**src/rtl/regfile_2w_sb_if.sv**
```systemverilog
// Port bundle for regfile_2w_sb: two write ports, two read ports, issue/flush and busy status.
// master drives writes/reads/issues; slave returns read data and busy flags.
interface regfile_2w_sb_if #(
    parameter int XLEN  = 32,
    parameter int NREGS = 32
);
    localparam int AW = $clog2(NREGS);

    logic            we0;
    logic            we1;
    logic [AW-1:0]   wa0;
    logic [AW-1:0]   wa1;
    logic [XLEN-1:0] wd0;
    logic [XLEN-1:0] wd1;
    logic [AW-1:0]   ra1;
    logic [AW-1:0]   ra2;
    logic [XLEN-1:0] rd1;
    logic [XLEN-1:0] rd2;
    logic            iss_v;
    logic [AW-1:0]   iss_rd;
    logic            flush;
    logic            busy1;
    logic            busy2;

    modport master (
        output we0, we1, wa0, wa1, wd0, wd1, ra1, ra2, iss_v, iss_rd, flush,
        input  rd1, rd2, busy1, busy2
    );

    modport slave (
        input  we0, we1, wa0, wa1, wd0, wd1, ra1, ra2, iss_v, iss_rd, flush,
        output rd1, rd2, busy1, busy2
    );
endinterface

```
**src/rtl/regfile_2w_sb.sv**
```systemverilog
// 2-write/2-read register file (x0 hardwired to 0) with a per-register pending-write scoreboard.
// Latency: reads and busy are combinational, writes land on the rising edge; no backpressure.
// Optional REGFILE_BYPASS_EN forwards same-cycle write data and write-cleared busy to the read ports.
module regfile_2w_sb #(
    parameter int XLEN  = 32,
    parameter int NREGS = 32
) (
    input  logic           clk,
    input  logic           reset,
    regfile_2w_sb_if.slave bus
);
    localparam int AW = $clog2(NREGS);

    logic [XLEN-1:0]  rf [NREGS];
    logic [NREGS-1:0] pending;
    logic [NREGS-1:0] pending_nxt;
    logic             wr0_en;
    logic             wr1_en;
    logic [XLEN-1:0]  rd1_dat;
    logic [XLEN-1:0]  rd2_dat;
    logic             busy1_int;
    logic             busy2_int;

    assign wr0_en = bus.we0 && (bus.wa0 != '0);
    assign wr1_en = bus.we1 && (bus.wa1 != '0);

    // The issue is applied after the write clears: a same-cycle issue is the newer producer.
    always_comb begin
        pending_nxt = pending;
        if (wr0_en) pending_nxt[bus.wa0] = 1'b0;
        if (wr1_en) pending_nxt[bus.wa1] = 1'b0;
        if (bus.flush)
            pending_nxt = '0;
        else if (bus.iss_v && (bus.iss_rd != '0))
            pending_nxt[bus.iss_rd] = 1'b1;
    end

    always_ff @(posedge clk or posedge reset) begin
        if (reset) begin
            for (int i = 0; i < NREGS; i++) rf[i] <= '0;
            pending <= '0;
        end else begin
            pending <= pending_nxt;
            if (wr0_en) rf[bus.wa0] <= bus.wd0;
            if (wr1_en) rf[bus.wa1] <= bus.wd1;
        end
    end

    always_comb begin
        rd1_dat   = rf[bus.ra1];
        busy1_int = pending[bus.ra1];
`ifdef REGFILE_BYPASS_EN
        if (wr1_en && (bus.wa1 == bus.ra1))
            rd1_dat = bus.wd1;
        else if (wr0_en && (bus.wa0 == bus.ra1))
            rd1_dat = bus.wd0;
        if (((wr1_en && (bus.wa1 == bus.ra1)) || (wr0_en && (bus.wa0 == bus.ra1))) &&
            !(bus.iss_v && (bus.iss_rd == bus.ra1)))
            busy1_int = 1'b0;
`endif
        if (reset || (bus.ra1 == '0)) begin
            rd1_dat   = '0;
            busy1_int = 1'b0;
        end
    end

    always_comb begin
        rd2_dat   = rf[bus.ra2];
        busy2_int = pending[bus.ra2];
`ifdef REGFILE_BYPASS_EN
        if (wr1_en && (bus.wa1 == bus.ra2))
            rd2_dat = bus.wd1;
        else if (wr0_en && (bus.wa0 == bus.ra2))
            rd2_dat = bus.wd0;
        if (((wr1_en && (bus.wa1 == bus.ra2)) || (wr0_en && (bus.wa0 == bus.ra2))) &&
            !(bus.iss_v && (bus.iss_rd == bus.ra2)))
            busy2_int = 1'b0;
`endif
        if (reset || (bus.ra2 == '0)) begin
            rd2_dat   = '0;
            busy2_int = 1'b0;
        end
    end

    assign bus.rd1   = rd1_dat;
    assign bus.rd2   = rd2_dat;
    assign bus.busy1 = busy1_int;
    assign bus.busy2 = busy2_int;
endmodule
```
**src/flat_wrapper.sv**
```systemverilog
// flat-port wrapper written by rule: the top's interface ports become plain ports
module regfile_2w_sb_flat 
#(
    parameter int XLEN  = 32,
    parameter int NREGS = 32
)
  (clk, reset, bus_we0, bus_we1, bus_wa0, bus_wa1, bus_wd0, bus_wd1, bus_ra1, bus_ra2, bus_iss_v, bus_iss_rd, bus_flush, bus_rd1, bus_rd2, bus_busy1, bus_busy2);
  regfile_2w_sb_if #(.XLEN(XLEN), .NREGS(NREGS)) bus_i ();
  input  logic clk;
  input  logic reset;
  input wire logic [$bits(bus_i.we0)-1:0] bus_we0;
  input wire logic [$bits(bus_i.we1)-1:0] bus_we1;
  input wire logic [$bits(bus_i.wa0)-1:0] bus_wa0;
  input wire logic [$bits(bus_i.wa1)-1:0] bus_wa1;
  input wire logic [$bits(bus_i.wd0)-1:0] bus_wd0;
  input wire logic [$bits(bus_i.wd1)-1:0] bus_wd1;
  input wire logic [$bits(bus_i.ra1)-1:0] bus_ra1;
  input wire logic [$bits(bus_i.ra2)-1:0] bus_ra2;
  input wire logic [$bits(bus_i.iss_v)-1:0] bus_iss_v;
  input wire logic [$bits(bus_i.iss_rd)-1:0] bus_iss_rd;
  input wire logic [$bits(bus_i.flush)-1:0] bus_flush;
  output wire logic [$bits(bus_i.rd1)-1:0] bus_rd1;
  output wire logic [$bits(bus_i.rd2)-1:0] bus_rd2;
  output wire logic [$bits(bus_i.busy1)-1:0] bus_busy1;
  output wire logic [$bits(bus_i.busy2)-1:0] bus_busy2;
  assign bus_i.we0 = bus_we0;
  assign bus_i.we1 = bus_we1;
  assign bus_i.wa0 = bus_wa0;
  assign bus_i.wa1 = bus_wa1;
  assign bus_i.wd0 = bus_wd0;
  assign bus_i.wd1 = bus_wd1;
  assign bus_i.ra1 = bus_ra1;
  assign bus_i.ra2 = bus_ra2;
  assign bus_i.iss_v = bus_iss_v;
  assign bus_i.iss_rd = bus_iss_rd;
  assign bus_i.flush = bus_flush;
  assign bus_rd1 = bus_i.rd1;
  assign bus_rd2 = bus_i.rd2;
  assign bus_busy1 = bus_i.busy1;
  assign bus_busy2 = bus_i.busy2;
  regfile_2w_sb #(.XLEN(XLEN), .NREGS(NREGS)) u_core (.clk(clk), .reset(reset), .bus(bus_i));
endmodule
```
**config.mk**
```make
export PLATFORM = sky130hd
export DESIGN_NAME = regfile_2w_sb_flat
export DESIGN_NICKNAME = d
export VERILOG_FILES = /design/src/rtl/regfile_2w_sb_if.sv /design/src/rtl/regfile_2w_sb.sv /design/src/flat_wrapper.sv
export SDC_FILE = /design/constraint.sdc
export NUM_CORES = 2
export LEC_CHECK = 0
export BUFFER_PORTS_ARGS = -buffer_cell sky130_fd_sc_hd__buf_2
export CORE_UTILIZATION = 45
export CTS_CLUSTER_DIAMETER = 40
export DETAILED_ROUTE_END_ITERATION = 7
export PLACE_DENSITY = 0.69
export SYNTH_ARGS = -nofsm -noshare
export SYNTH_HDL_FRONTEND = slang
export SYNTH_SLANG_ARGS = --single-unit
export TNS_END_PERCENT = 10
```
**constraint.sdc**
```tcl
create_clock -name clk -period 41.2 [get_ports clk]
set_input_delay 0 -clock clk [delete_from_list [all_inputs] [get_ports clk]]
set_output_delay 0 -clock clk [all_outputs]
set_load 0.05 [all_outputs]
```
# After elaboration in Yosys (flattened, before gate mapping)
# Cells that the tools add are included.
dict set report word_totals {
  input_bits 95
  word_cells 103
  output_inout_bits 66
  reg_bits 1056
}
dict set report op_classes {
  n_mux 32
  magnitude_cmp 14
  reduce_logical 15
  bitwise_logic 9
}
# operator n
set ops {}
lappend ops {{1024-bit bitwise mux} 2}
lappend ops {{1024-bit two-way mux} 2}
lappend ops {{32-bit two-way mux} 12}
lappend ops {{32-bit binary-select mux with 5-bit select} 2}
lappend ops {{32-bit demux with 5-bit select} 2}
lappend ops {{32-bit AND} 2}
lappend ops {{32-bit inverter} 2}
lappend ops {{32-bit bitwise OR} 1}
lappend ops {{5-bit by 6-bit less-than comparator with 1-bit output (second input constant)} 5}
lappend ops {{6-bit greater-or-equal comparator (second input constant)} 4}
lappend ops {{5-bit inverter with 6-bit output} 4}
lappend ops {{1-bit demux with 5-bit select} 3}
lappend ops {{5-bit by 1-bit greater-or-equal comparator with 1-bit output (second input constant)} 3}
lappend ops {{5-bit nonzero test} 3}
lappend ops {{6-bit by 1-bit less-than comparator with 1-bit output (second input constant)} 2}
lappend ops {{1-bit binary-select mux with 5-bit select} 2}
lappend ops {{5-bit logical NOT} 2}
lappend ops {{1-bit logical AND} 8}
lappend ops {{1-bit two-way mux} 7}
lappend ops {{1-bit logical OR} 2}

# Logic depth before layout (Yosys ltp)
dict set report depth {
  ltp_word 12
  mapped_depth 9
  depth_no_buf 4
}

# Worst setup path after synthesis
# No wires, ideal clock.
dict set report synth_path {
  path_type {input port to output port}
  from {input reset}
  to {output bus_busy2}
  stages 3
  path_buffers 0
  arrival_ns 27.840
  t_required_ns 41.200
  path_slack_ns 13.360
  cell_sequence {inv_1 > o21ai_1 > a211oi_1}
}
dict set report synth_via {
  elab_chain_len 2
}
# item line_no
set synth_rtl {}
lappend synth_rtl {{start: declaration} flat_wrapper.sv:10} ;# input logic reset;
lappend synth_rtl {{1-bit logical OR} regfile_2w_sb.sv:79} ;# if (reset || (bus.ra2 == '0)) begin
lappend synth_rtl {{1-bit two-way mux} regfile_2w_sb.sv:79}
lappend synth_rtl {{end: declaration} flat_wrapper.sv:25} ;# output wire logic [$bits(bus_i.busy2)-1:0] bus_busy2;
# Every way passes these cells.

# Worst setup path in the final report
dict set report layout_path {
  from {input bus_ra1[1]}
  to {output bus_rd1[10]}
}
dict set report layout_via {
  elab_chain_len 5
  elab_cells_between_ends 7
  classes_between {mux (4); bitwise (1); reduce/logical (2)}
}
# item line_no
set layout_rtl {}
lappend layout_rtl {{start: declaration} flat_wrapper.sv:17} ;# input wire logic [$bits(bus_i.ra1)-1:0] bus_ra1;
lappend layout_rtl {{5-bit inverter with 6-bit output (not written as such)} regfile_2w_sb.sv:50} ;# rd1_dat = rf[bus.ra1];
lappend layout_rtl {{32-bit binary-select mux with 5-bit select} regfile_2w_sb.sv:50}
lappend layout_rtl {{32-bit two-way mux (not written as such) (2 in a row)} regfile_2w_sb.sv:50}
lappend layout_rtl {{32-bit two-way mux (*)} regfile_2w_sb.sv:61} ;# if (reset || (bus.ra1 == '0)) begin
lappend layout_rtl {{end: declaration} flat_wrapper.sv:22} ;# output wire logic [$bits(bus_i.rd1)-1:0] bus_rd1;
# Every way passes the cells marked *; elsewhere a longest branch is shown, timed or not. The select of a mux whose other input is x is not followed.

==> flow_summary.json <==
{
  "fmax_mhz": 202,
  "root_buffer": "clkbuf_16",
  "synthArstFlopShare": 1.00,
  "antenna_found_initial": 18,
  "drt_pass1_iterations": 8,
  "worstPathArrival_ns": 4.96,
  "drv_slew": 0,
  "synth_edf_count": 0,
  "slowest_delay_ns": 0.97,
  "power_density_nw_per_um2": 51.1,
  "rsz0062_at_grt": "no",
  "final.setup.tns_ns": 0,
  "final_common_cell": "mux2i_1",
  "numCtsBuffers": 154,
  "avgViaCountPerCell": 6.83,
  "post-route-period-util": 0.120,
  "yosysWarnings": 0,
  "initial_utilization": 0.455,
  "hp-class": "in2reg",
  "cts_sinks": 1056,
  "required_ns": 41.20,
  "numPortBuffers": 160,
  "drc": 2,
  "ys_seq_area_frac": 0.403,
  "hold_violations": 0,
  "area_growth_pct": 11.7,
  "grt_usage": 0.340,
  "endpoint_kind": "output port",
  "path_max_fanout": 67,
  "register_area_um2": 26400,
  "syn_avg_cell_area_um2": 10.3,
  "outcome": "finished with violations",
  "r2r-start": "u_core.pending[2]$_DFF_PP0_",
  "core_region_area_um2": 144000,
  "cts.clk_slew.worst_paths_ns": 0.06,
  "path_buf_inv": 5,
  "cts_resized": 0,
  "fin_hold_ws_ns": 0.0893,
  "drive_gt1_frac": 0.167,
  "wl_per_cell_um": 31.0,
  "power_leakage_nw": 31.8,
  "ant_nets": 0,
  "synth_ff_type": "dfrtp_1",
  "setup.worst_path.start_class": "input port",
  "hold_start": "bus_wa0[2]",
  "routed-wl-met2_um": 109000,
  "clock_path_buffers": 3,
  "grt_pass1_wl_um": 370000,
  "first_global_vias": 53900,
  "drt-total-wl_um": 254000,
  "peakVddDrop_uv": 41.9,
  "max_cap_viol_count": 0,
  "syn_nets": 6476,
  "finalNetCount": 6235,
  "path_delay_family": "buffers and inverters",
  "dp_hpwl_um": 137000,
  "cp_common_cell": "buf_4",
  "vias": 55800,
  "fill_cells": 12500,
  "ys_ff_latch": 1056,
  "slew_headroom": 0.0387,
  "path_cells": "buf_8 -> buf_4 -> buf_4 -> buf_4 -> nor2b_1 -> a21oi_1 -> nand3_1 -> nand4_1 -> buf_2",
  "clk_latency_ns": 0.80,
  "wl_met3_um": 36500,
  "pin_count": 161,
  "design.die.area_um2": 147000,
  "syn_inst": 6381,
  "worstMarginPinSlew_ns": 1.43,
  "multi_input_area_um2": 36200,
  "top_layer": "met5",
  "drt_iter0_markers": 8692,
  "setup-violations-final": 0,
  "place_congestion": 0.927,
  "final_cell_mix": "mux2i_1 (1,221), dfrtp_1 (1,056), nand2_1 (823)",
  "crit_start": "bus_ra1[1]",
  "path_class": "in2out",
  "grt_max_degree": 154,
  "syn_area_um2": 65600,
  "die_w_um": 384,
  "violations": "design-rule violations",
  "crit_slowest_cell": "nor2b_1",
  "ys_types": 50,
  "cts_tree": "done",
  "fin_crit_ns": 4.96,
  "overflow": 0,
  "rows": 139,
  "met1_length_um": 92800,
  "finalClockSkew_ns": 0,
  "htreeDepth": 4,
  "fp.dieH_um": 384
}
## registers in the layout, indices dropped and copies added, names as in the netlist
| signal | count |
|---|---|
| u_core.rf | 1024 |
| u_core.pending | 32 |
## kinds of logic (layout without fill, tap and decap cells)
| group | count (synthesis) | count (layout) | share of synthesized area |
|---|---|---|---|
| and+or+nand+nor | 1571 | 1571 | 0.0965 |
| other | 0 | 8 | 0 |
| muxes | 1669 | 1669 | 0.332 |
| buffers and inverters | 778 | 661 | 0.0520 |
| AOI/OAI and AO/OA | 1307 | 1307 | 0.116 |
| DFF | 1056 | 1056 | 0.403 |
## path summary, 6_finish.rpt
check                                                     to  slack [ns]  cells after the start
worst max-delay path                             bus_rd1[10]       36.24                      9
max in group asynchronous           u_core.rf[541]$_DFF_PP0_       37.50                      7
worst min-delay path            u_core.pending[22]$_DFF_PP0_        0.09                      5
worst min register to register     u_core.rf[1023]$_DFF_PP0_        0.40                      0
worst max register to register   u_core.pending[2]$_DFF_PP0_       39.28                      4
min in group asynchronous           u_core.rf[484]$_DFF_PP0_        0.62                      4
## metal layers
metal / GRT usage / vias up
li1: - / 22700
met5: 0 / -
met1: 0.438 / 27500
met2: 0.493 / 4562
met3: 0.124 / 1041
met4: 0.196 / 28
## cells in the mapped netlist, types with 46 or more instances
| library cell | number | area share |
|---|---|---|
| a21oi_1 | 434 | 0.033 |
| a31oi_1 | 128 | 0.012 |
| buf_2 | 208 | 0.016 |
| buf_4 | 46 | 0.0053 |
| clkbuf_1 | 479 | 0.027 |
| dfrtp_1 | 1056 | 0.40 |
| mux2_2 | 47 | 0.0081 |
| mux2i_1 | 1221 | 0.19 |
| mux4_2 | 399 | 0.14 |
| nand2_1 | 856 | 0.049 |
| nand3_1 | 49 | 0.0037 |
| nor2_1 | 568 | 0.033 |
| o21ai_0 | 445 | 0.034 |
| o221ai_1 | 92 | 0.012 |
## through the flow
step / instance area (µm²) / worst slack, ns / cells / util / power, W
final: 73300 / 36.24 / 8175 / 0.508 / 0.00374
after global routing: 73300 / 36.30 / 8168 / 0.508 / 0.00388
after CTS: 73300 / 36.60 / 8167 / 0.508 / 0.00372
after detailed placement: 66600 / 36.61 / 7756 / 0.462 / 0.00233
after global placement: 66600 / 36.68 / 7756 / 0.462 / 0.00229
after floorplan: 65600 / 11.46 / 6381 / - / 0.00211
## tightest hold or removal path, stage by stage
cell and delay, ns:
buf_2 0.20, and4b_1 0.30, nand2_1 0.14, a32oi_1 0.11, nor2_1 0.10
## timing repair
item,in CTS,in global routing
setup buffers,0,0
endpoints found under the hold margin,1109,0
setup endpoints to repair,0,0
hold buffers,131,0
## where the power goes
group          switching [W]  internal, W  total [W]
Clock               0.000546     0.000829    0.00137
Sequential          0.000221      0.00130    0.00152
Combinational       0.000415     0.000434   0.000849
## cell type report
cell class | count | share of cell area
Tap cell | 1903 | 0.0325
Antenna cell | 8 | 0.000273
Clock inverter | 87 | 0.0143
Clock buffer | 193 | 0.0585
Multi-Input combinational cell | 4547 | 0.494
Sequential cell | 1056 | 0.361
Timing Repair Buffer | 379 | 0.0392
Inverter | 2 | 0.000205
(Power assumes the default switching activity.)
